### config.mk
export PLATFORM = sky130hd
export DESIGN_NAME = control_unit
export DESIGN_NICKNAME = d
export VERILOG_FILES = /design/src/rtl/xdn_pkg.sv /design/src/rtl/control_decoder.sv /design/src/rtl/control_unit.sv
export SDC_FILE = /design/constraint.sdc
export NUM_CORES = 1
export LEC_CHECK = 0
export BUFFER_PORTS_ARGS = -buffer_cell sky130_fd_sc_hd__buf_2
export CAP_MARGIN = 0
export CORE_MARGIN = 2
export CORE_UTILIZATION = 30
export DETAILED_ROUTE_END_ITERATION = 8
export SLEW_MARGIN = 25
export SYNTH_ARGS = -nofsm -noshare
export SYNTH_HDL_FRONTEND = slang
export SYNTH_SLANG_ARGS = --single-unit
### constraint.sdc
create_clock -name i_CLOCK -period 3 [get_ports i_CLOCK]
set_clock_uncertainty 0.1 [all_clocks]
set_input_delay 0.45 -clock i_CLOCK [delete_from_list [all_inputs] [get_ports i_CLOCK]]
set_output_delay 0.45 -clock i_CLOCK [all_outputs]
set_load 0.02 [all_outputs]
### src/rtl/xdn_pkg.sv
// Shared definitions for the bus CPU sequencer: opcodes, T-state numbers and
// the bit layout of the active-high control word produced by the decoder.
package xdn_pkg;

  localparam int OPCODE_WIDTH = 4;
  localparam int STEP_WIDTH   = 3;

  localparam logic [OPCODE_WIDTH-1:0] OP_NOP = 4'h0;
  localparam logic [OPCODE_WIDTH-1:0] OP_LDA = 4'h1;
  localparam logic [OPCODE_WIDTH-1:0] OP_ADD = 4'h2;
  localparam logic [OPCODE_WIDTH-1:0] OP_SUB = 4'h3;
  localparam logic [OPCODE_WIDTH-1:0] OP_STA = 4'h4;
  localparam logic [OPCODE_WIDTH-1:0] OP_LDI = 4'h5;
  localparam logic [OPCODE_WIDTH-1:0] OP_JMP = 4'h6;
  localparam logic [OPCODE_WIDTH-1:0] OP_JC  = 4'h7;
  localparam logic [OPCODE_WIDTH-1:0] OP_JZ  = 4'h8;
  localparam logic [OPCODE_WIDTH-1:0] OP_OUT = 4'hE;
  localparam logic [OPCODE_WIDTH-1:0] OP_HLT = 4'hF;

  localparam logic [STEP_WIDTH-1:0] T0 = 3'd0;
  localparam logic [STEP_WIDTH-1:0] T1 = 3'd1;
  localparam logic [STEP_WIDTH-1:0] T2 = 3'd2;
  localparam logic [STEP_WIDTH-1:0] T3 = 3'd3;
  localparam logic [STEP_WIDTH-1:0] T4 = 3'd4;

  // Control word bits are active-high; the top level inverts the _n strobes.
  localparam int CW_PC_WRITE     = 0;
  localparam int CW_PC_JUMP      = 1;
  localparam int CW_PC_COUNT     = 2;
  localparam int CW_MAR_READ     = 3;
  localparam int CW_RAM_READ     = 4;
  localparam int CW_RAM_WRITE    = 5;
  localparam int CW_IR_READ      = 6;
  localparam int CW_IR_WRITE     = 7;
  localparam int CW_A_READ       = 8;
  localparam int CW_A_WRITE      = 9;
  localparam int CW_B_READ       = 10;
  localparam int CW_ALU_WRITE    = 11;
  localparam int CW_ALU_SUBTRACT = 12;
  localparam int CW_FLAGS_UPDATE = 13;
  localparam int CW_OUT_READ     = 14;
  localparam int CW_WIDTH        = 15;

  typedef logic [CW_WIDTH-1:0] ctrl_word_t;

  typedef enum logic {
    MODE_RUN,
    MODE_HALTED
  } mode_t;

endpackage

### src/rtl/control_decoder.sv
// Combinational microcode: maps (step, opcode, flags) to the control word,
// the end-of-instruction marker and the halt request.
module control_decoder
  import xdn_pkg::*;
(
  input  logic [STEP_WIDTH-1:0]   step,
  input  logic [OPCODE_WIDTH-1:0] opcode,
  input  logic                    zero_flag,
  input  logic                    carry_flag,
  output ctrl_word_t              ctrl,
  output logic                    done,
  output logic                    halt
);

  always_comb begin
    ctrl = '0;
    done = 1'b0;
    halt = 1'b0;
    case (step)
      T0: begin
        ctrl[CW_PC_WRITE] = 1'b1;
        ctrl[CW_MAR_READ] = 1'b1;
      end
      T1: begin
        ctrl[CW_RAM_WRITE] = 1'b1;
        ctrl[CW_IR_READ]   = 1'b1;
        ctrl[CW_PC_COUNT]  = 1'b1;
      end
      T2: begin
        done = 1'b1;
        case (opcode)
          OP_LDA, OP_ADD, OP_SUB, OP_STA: begin
            ctrl[CW_IR_WRITE] = 1'b1;
            ctrl[CW_MAR_READ] = 1'b1;
            done = 1'b0;
          end
          OP_LDI: begin
            ctrl[CW_IR_WRITE] = 1'b1;
            ctrl[CW_A_READ]   = 1'b1;
          end
          OP_JMP: begin
            ctrl[CW_IR_WRITE] = 1'b1;
            ctrl[CW_PC_JUMP]  = 1'b1;
          end
          OP_JC: begin
            ctrl[CW_IR_WRITE] = carry_flag;
            ctrl[CW_PC_JUMP]  = carry_flag;
          end
          OP_JZ: begin
            ctrl[CW_IR_WRITE] = zero_flag;
            ctrl[CW_PC_JUMP]  = zero_flag;
          end
          OP_OUT: begin
            ctrl[CW_A_WRITE]  = 1'b1;
            ctrl[CW_OUT_READ] = 1'b1;
          end
          OP_HLT: halt = 1'b1;
          default: ;
        endcase
      end
      // An opcode that changes after T2 simply ends the instruction here.
      T3: begin
        done = 1'b1;
        case (opcode)
          OP_LDA: begin
            ctrl[CW_RAM_WRITE] = 1'b1;
            ctrl[CW_A_READ]    = 1'b1;
          end
          OP_ADD, OP_SUB: begin
            ctrl[CW_RAM_WRITE] = 1'b1;
            ctrl[CW_B_READ]    = 1'b1;
            done = 1'b0;
          end
          OP_STA: begin
            ctrl[CW_A_WRITE] = 1'b1;
            ctrl[CW_RAM_READ] = 1'b1;
          end
          default: ;
        endcase
      end
      T4: begin
        done = 1'b1;
        if (opcode == OP_ADD || opcode == OP_SUB) begin
          ctrl[CW_ALU_WRITE]    = 1'b1;
          ctrl[CW_A_READ]       = 1'b1;
          ctrl[CW_FLAGS_UPDATE] = 1'b1;
          ctrl[CW_ALU_SUBTRACT] = (opcode == OP_SUB);
        end
      end
      default: ;
    endcase
  end

endmodule

### src/rtl/control_unit.sv
// T-state sequencer for the bus CPU: owns the step counter and halted mode,
// and turns the decoder's control word into masked, active-low port strobes.
module control_unit
  import xdn_pkg::*;
#(
  parameter int OPCODE_WIDTH = xdn_pkg::OPCODE_WIDTH,
  parameter int STEP_WIDTH   = xdn_pkg::STEP_WIDTH
) (
  input  logic                    i_CLOCK,
  input  logic                    i_CLEAR,
  input  logic [OPCODE_WIDTH-1:0] i_OPCODE,
  input  logic                    i_ZERO_FLAG,
  input  logic                    i_CARRY_FLAG,
  output logic                    o_PC_WRITE_BUS_n,
  output logic                    o_PC_JUMP_n,
  output logic                    o_PC_COUNT_ENABLE,
  output logic                    o_MAR_READ_BUS_n,
  output logic                    o_RAM_READ_BUS_n,
  output logic                    o_RAM_WRITE_BUS_n,
  output logic                    o_IR_READ_BUS_n,
  output logic                    o_IR_WRITE_BUS_n,
  output logic                    o_A_READ_BUS_n,
  output logic                    o_A_WRITE_BUS_n,
  output logic                    o_B_READ_BUS_n,
  output logic                    o_ALU_WRITE_BUS_n,
  output logic                    o_ALU_SUBTRACT,
  output logic                    o_FLAGS_UPDATE_n,
  output logic                    o_OUT_READ_BUS,
  output logic                    o_CLOCK_HALT,
  output logic [STEP_WIDTH-1:0]   o_STEP,
  output logic                    o_INSTR_DONE
);

  mode_t                 mode, mode_next;
  logic [STEP_WIDTH-1:0] step, step_next;
  ctrl_word_t            ctrl, cw;
  logic                  done, halt, running;

  control_decoder u_decoder (
    .step       (step),
    .opcode     (i_OPCODE),
    .zero_flag  (i_ZERO_FLAG),
    .carry_flag (i_CARRY_FLAG),
    .ctrl       (ctrl),
    .done       (done),
    .halt       (halt)
  );

  always_ff @(posedge i_CLOCK) begin
    if (i_CLEAR) begin
      step <= T0;
      mode <= MODE_RUN;
    end else begin
      step <= step_next;
      mode <= mode_next;
    end
  end

  // Steps past T4 can only come from upsets; they fall back to T0.
  always_comb begin
    step_next = step;
    mode_next = mode;
    if (mode == MODE_HALTED) begin
      step_next = T0;
    end else if (done || step >= T4) begin
      step_next = T0;
      if (halt) mode_next = MODE_HALTED;
    end else begin
      step_next = step + STEP_WIDTH'(1);
    end
  end

  assign running = !i_CLEAR && (mode == MODE_RUN);
  assign cw      = running ? ctrl : '0;

  assign o_PC_WRITE_BUS_n  = ~cw[CW_PC_WRITE];
  assign o_PC_JUMP_n       = ~cw[CW_PC_JUMP];
  assign o_PC_COUNT_ENABLE =  cw[CW_PC_COUNT];
  assign o_MAR_READ_BUS_n  = ~cw[CW_MAR_READ];
  assign o_RAM_READ_BUS_n  = ~cw[CW_RAM_READ];
  assign o_RAM_WRITE_BUS_n = ~cw[CW_RAM_WRITE];
  assign o_IR_READ_BUS_n   = ~cw[CW_IR_READ];
  assign o_IR_WRITE_BUS_n  = ~cw[CW_IR_WRITE];
  assign o_A_READ_BUS_n    = ~cw[CW_A_READ];
  assign o_A_WRITE_BUS_n   = ~cw[CW_A_WRITE];
  assign o_B_READ_BUS_n    = ~cw[CW_B_READ];
  assign o_ALU_WRITE_BUS_n = ~cw[CW_ALU_WRITE];
  assign o_ALU_SUBTRACT    =  cw[CW_ALU_SUBTRACT];
  assign o_FLAGS_UPDATE_n  = ~cw[CW_FLAGS_UPDATE];
  assign o_OUT_READ_BUS    =  cw[CW_OUT_READ];

  assign o_CLOCK_HALT = !i_CLEAR && (mode == MODE_HALTED);
  assign o_STEP       = running ? step : '0;
  assign o_INSTR_DONE = running && done;

endmodule

==> results.txt <==
Once detail routing completed, the nets flagged for antenna violations numbered 0. The kind of cell with the highest combined delay on the critical path is simple AND/OR/NAND/NOR gates. The final hold slack came out at ~0.41 ns. After detailed routing, the number of remaining DRC violations is 0. In the global route stage, overall resource usage came out at a little over an eighth.

Among all flip-flop cells after synthesis, the most frequent one is dfxtp_1. The via count of the first global-routing pass was slightly below 600. Walking the worst path, the cells encountered are inv_1, ha_1, nor4b_1, and3_1, and2_1, buf_2. The synthesis-stage register bit count came out at 4. The number of H-tree branching levels is 1. The wire length of the first global-routing pass came out at roughly 2600 µm. The power share of the combinational group came out at 61.9%. The quantity of hold-fixing buffers added after cts is 0.

The width of the chip came out at slightly below 50 µm. The final non-filler cell total came out at ~130. The total of max-cap violations came out at 0. The routed design has ~1600 µm of wire. 0 antenna diodes ended up in the layout. The detailed placement HPWL is 1143 µm. The internal power is 214.2 µW. The later-pin clock latency in the skew report is 0.24 ns. Counting both buffers and inverters, the worst setup path holds a total of 2. The sum of negative setup slack is 0 ns. The class of the most critical setup path is flop to output pin. The flop-to-flop setup slack came out at around 1.4 ns. The number of antenna violations at the first check in global routing came out at 0. The total of warnings raised by yosys is 0. The number of setup buffers added after CTS came out at 0. The area of all placed cells without fillers came out at 735.7 µm². The measured slew at the worst slew-check pin came out at about 0.55 ns. The worst-case headroom to the max-slew limit is between 60% and 70%. The synthesis-to-finish area growth came out at 20.49%. Setup violations remaining at the end of the flow were counted as 0. Clock tree synthesis found a total of 4 sinks.

The clock network accounts for 16.4% of the total power. The number of placed instances with taps included came out at 128. The overall power after layout is between 400 and 500 µW. The share of cells above drive strength 1 is between 30% and 40%.

The fraction of synthesized cell area taken by the top area cell type came out at between 10% and 20%. The flow ran to the end, and the final reports show no timing, DRC or antenna violations. The die covers 0.002412 mm².

The total power density per cell area came out at 585.9 mW/mm². 28 I/O pins were placed. The number of enable-type register cells in the synthesized netlist came out at 0.

The floorplan die height is approximately 49 µm. Each instance of the synthesized netlist takes up on average ~7.5 µm². The combined flip-flop and latch cell area came out at roughly 80 µm². In this run the cell area measured after placement is about 700 µm². The CTS tree is done. The post-detailed-route via-to-cell ratio came out at 5.084.

The number of DRC markers after the initial detailed-route iteration is 22. By count the netlist is led by nor3_1, inv_1, nand2_1, o21ai_0. Setup repair after global routing left no endpoint under its margin. The clock buffer count from CTS is 3. The maximum fanout encountered on the critical timing path is 6. The async set-or-reset flop fraction in the synthesized netlist came out at 0%. The global placement routability congestion came out at between 0.8 and 0.9. The post-synthesis instance area came out at around 600 µm². The final critical-path share of the clock period is 82.60%.

The root buffer cell chosen for the clock tree is clkbuf_4. After detailed routing, the average wire length per cell comes to around 12 µm. The post-synthesis net count is 94. The number of port buffers is 27. The effective utilization at floorplan came out at about a third. The worst path needs between 2 and 2.5 ns of the cycle, external delays included. The clock passes through at most 2 buffers.

The delay of the slowest critical-path stage came out at 0.43 ns. The timing-limited maximum frequency came out at between 400 and 500 MHz. IR analysis of the VDD net gives a maximum drop of approximately 0.22 mV.

The filler cells instantiated in the layout total ~220. Yosys attributes the largest share of cell area to dfxtp_1, ha_1, nor3_1. The slowest cell on the critical path is nor4b_1. Of all cell types, the one taking the most synthesized area is dfxtp_1. The number of placement rows came out at 16. The global-route congestion overflow total came out at 0.

The part of the Yosys area used for sequential elements came out at about an eighth. The post-cts sizing count is 0. The data required time of the critical path is approximately 2.5 ns. In the final design database the tool counted approximately 120 nets. Net switching is about half of the power. The worst setup path is captured at an output pin. The largest net degree at the start of global routing is 15. The cell leakage power came out at between 0.0003 and 0.0004 µW. After floorplanning, the core was sized to cover 0.001942 mm².

The count of TritonRoute iterations in the first routing pass came out at 4. The category of the worst setup path launch point is a flop. The number of different library cells in the post-synthesis netlist came out at 36. Sequential cells burn a little over a fifth of the power. The count of endpoints failing hold in the final timing report came to 0. The tightest min-delay check is of the input pin to flop type. The number of max-slew violations in the final report came to 0.

The via total after detailed routing is 666. Summing all multi-input logic gate instances after layout gives 434.2 µm². The net switching component of the power is 216.8 µW.

The synthesized netlist cell count is 81. The critical path data arrival time came out at approximately 1.9 ns. The most frequent cell after synthesis is nor3_1. The clock transition time at the flip-flop clock pins of the worst setup and hold paths is around 0.040 ns.
## flip-flops by register name, indices dropped and copies added (netlist names)
register / flops
mode: 1
step: 3
## final timing paths
path | from | to | cells after the start
max | step[0]$_SDFF_PP0_ | o_OUT_READ_BUS | 6
min | i_CLEAR | mode$_SDFF_PP0_ | 2
max reg2reg | step[0]$_SDFF_PP0_ | step[1]$_SDFF_PP0_ | 5
min reg2reg | step[0]$_SDFF_PP0_ | step[0]$_SDFF_PP0_ | 1
## metal layers
metal  vias up  part of all wire, %  routed length [µm]  global-route usage, %
met5         -                    0                   0                      0
met4         0                    0                   0                  7.143
met3         0                  4.2                  66                 0.9202
met2        25                   46                 721                  20.05
met1       299                   49                 771                  18.84
li1        342                    -                   -                      -
## kinds of logic after synthesis
logic type | after synthesis | synth area share [%]
AOI/OAI and AO/OA | 16 | 21.52
buffers and inverters | 15 | 15.78
and+or+nand+nor | 41 | 39.35
DFF | 4 | 13.12
adders and majority gates | 5 | 10.25
## cell usage in the layout, fill, tap and decap left out
cell type,count
nand3_1,2
and3b_2,1
buf_2,27
and4_2,1
ha_1,5
and2b_2,1
inv_1,8
nor2b_1,1
nand2_1,7
nor3_1,9
nor3b_1,2
nand2b_1,2
o31ai_1,1
a41o_2,1
nor4b_1,1
o211a_1,1
or4b_1,1
nor2_1,5
or3_4,1
a2111oi_0,1
o2111a_1,1
and2_1,1
nand4_1,1
dfxtp_1,4
a31oi_1,1
or3b_1,1
clkbuf_4,3
nor4_1,2
o21ai_0,7
nand3b_1,1
o211ai_1,2
a311oi_4,1
and3_1,1
## stage by stage
step / util, % / setup WS, ns
CTS: 37.89 / 0.4756
floorplan: - / 0.7012
global placement: 36.73 / 0.7102
finish: 37.89 / 0.5220
global route: 37.89 / 0.3564
detailed placement: 36.73 / 0.7122
## power groups by stage
stage	Combinational (µW)	Clock [µW]	Sequential [µW]
finish	267	70.6	93.7
global route	293	73.5	96.7
CTS	264	73.2	92.5
detailed placement	261	0	92.9
global placement	264	0	92.1
floorplan	199	0	86.0
## area by class of cell
type,count,share of cell area [%]
inverter,8,4.082
tap,27,4.592
clock buffer,3,3.061
sequential,4,10.88
timing repair buffer,27,18.37
multi-input combinational,62,59.01
Note: power is estimated with default switching activity, not from simulation.
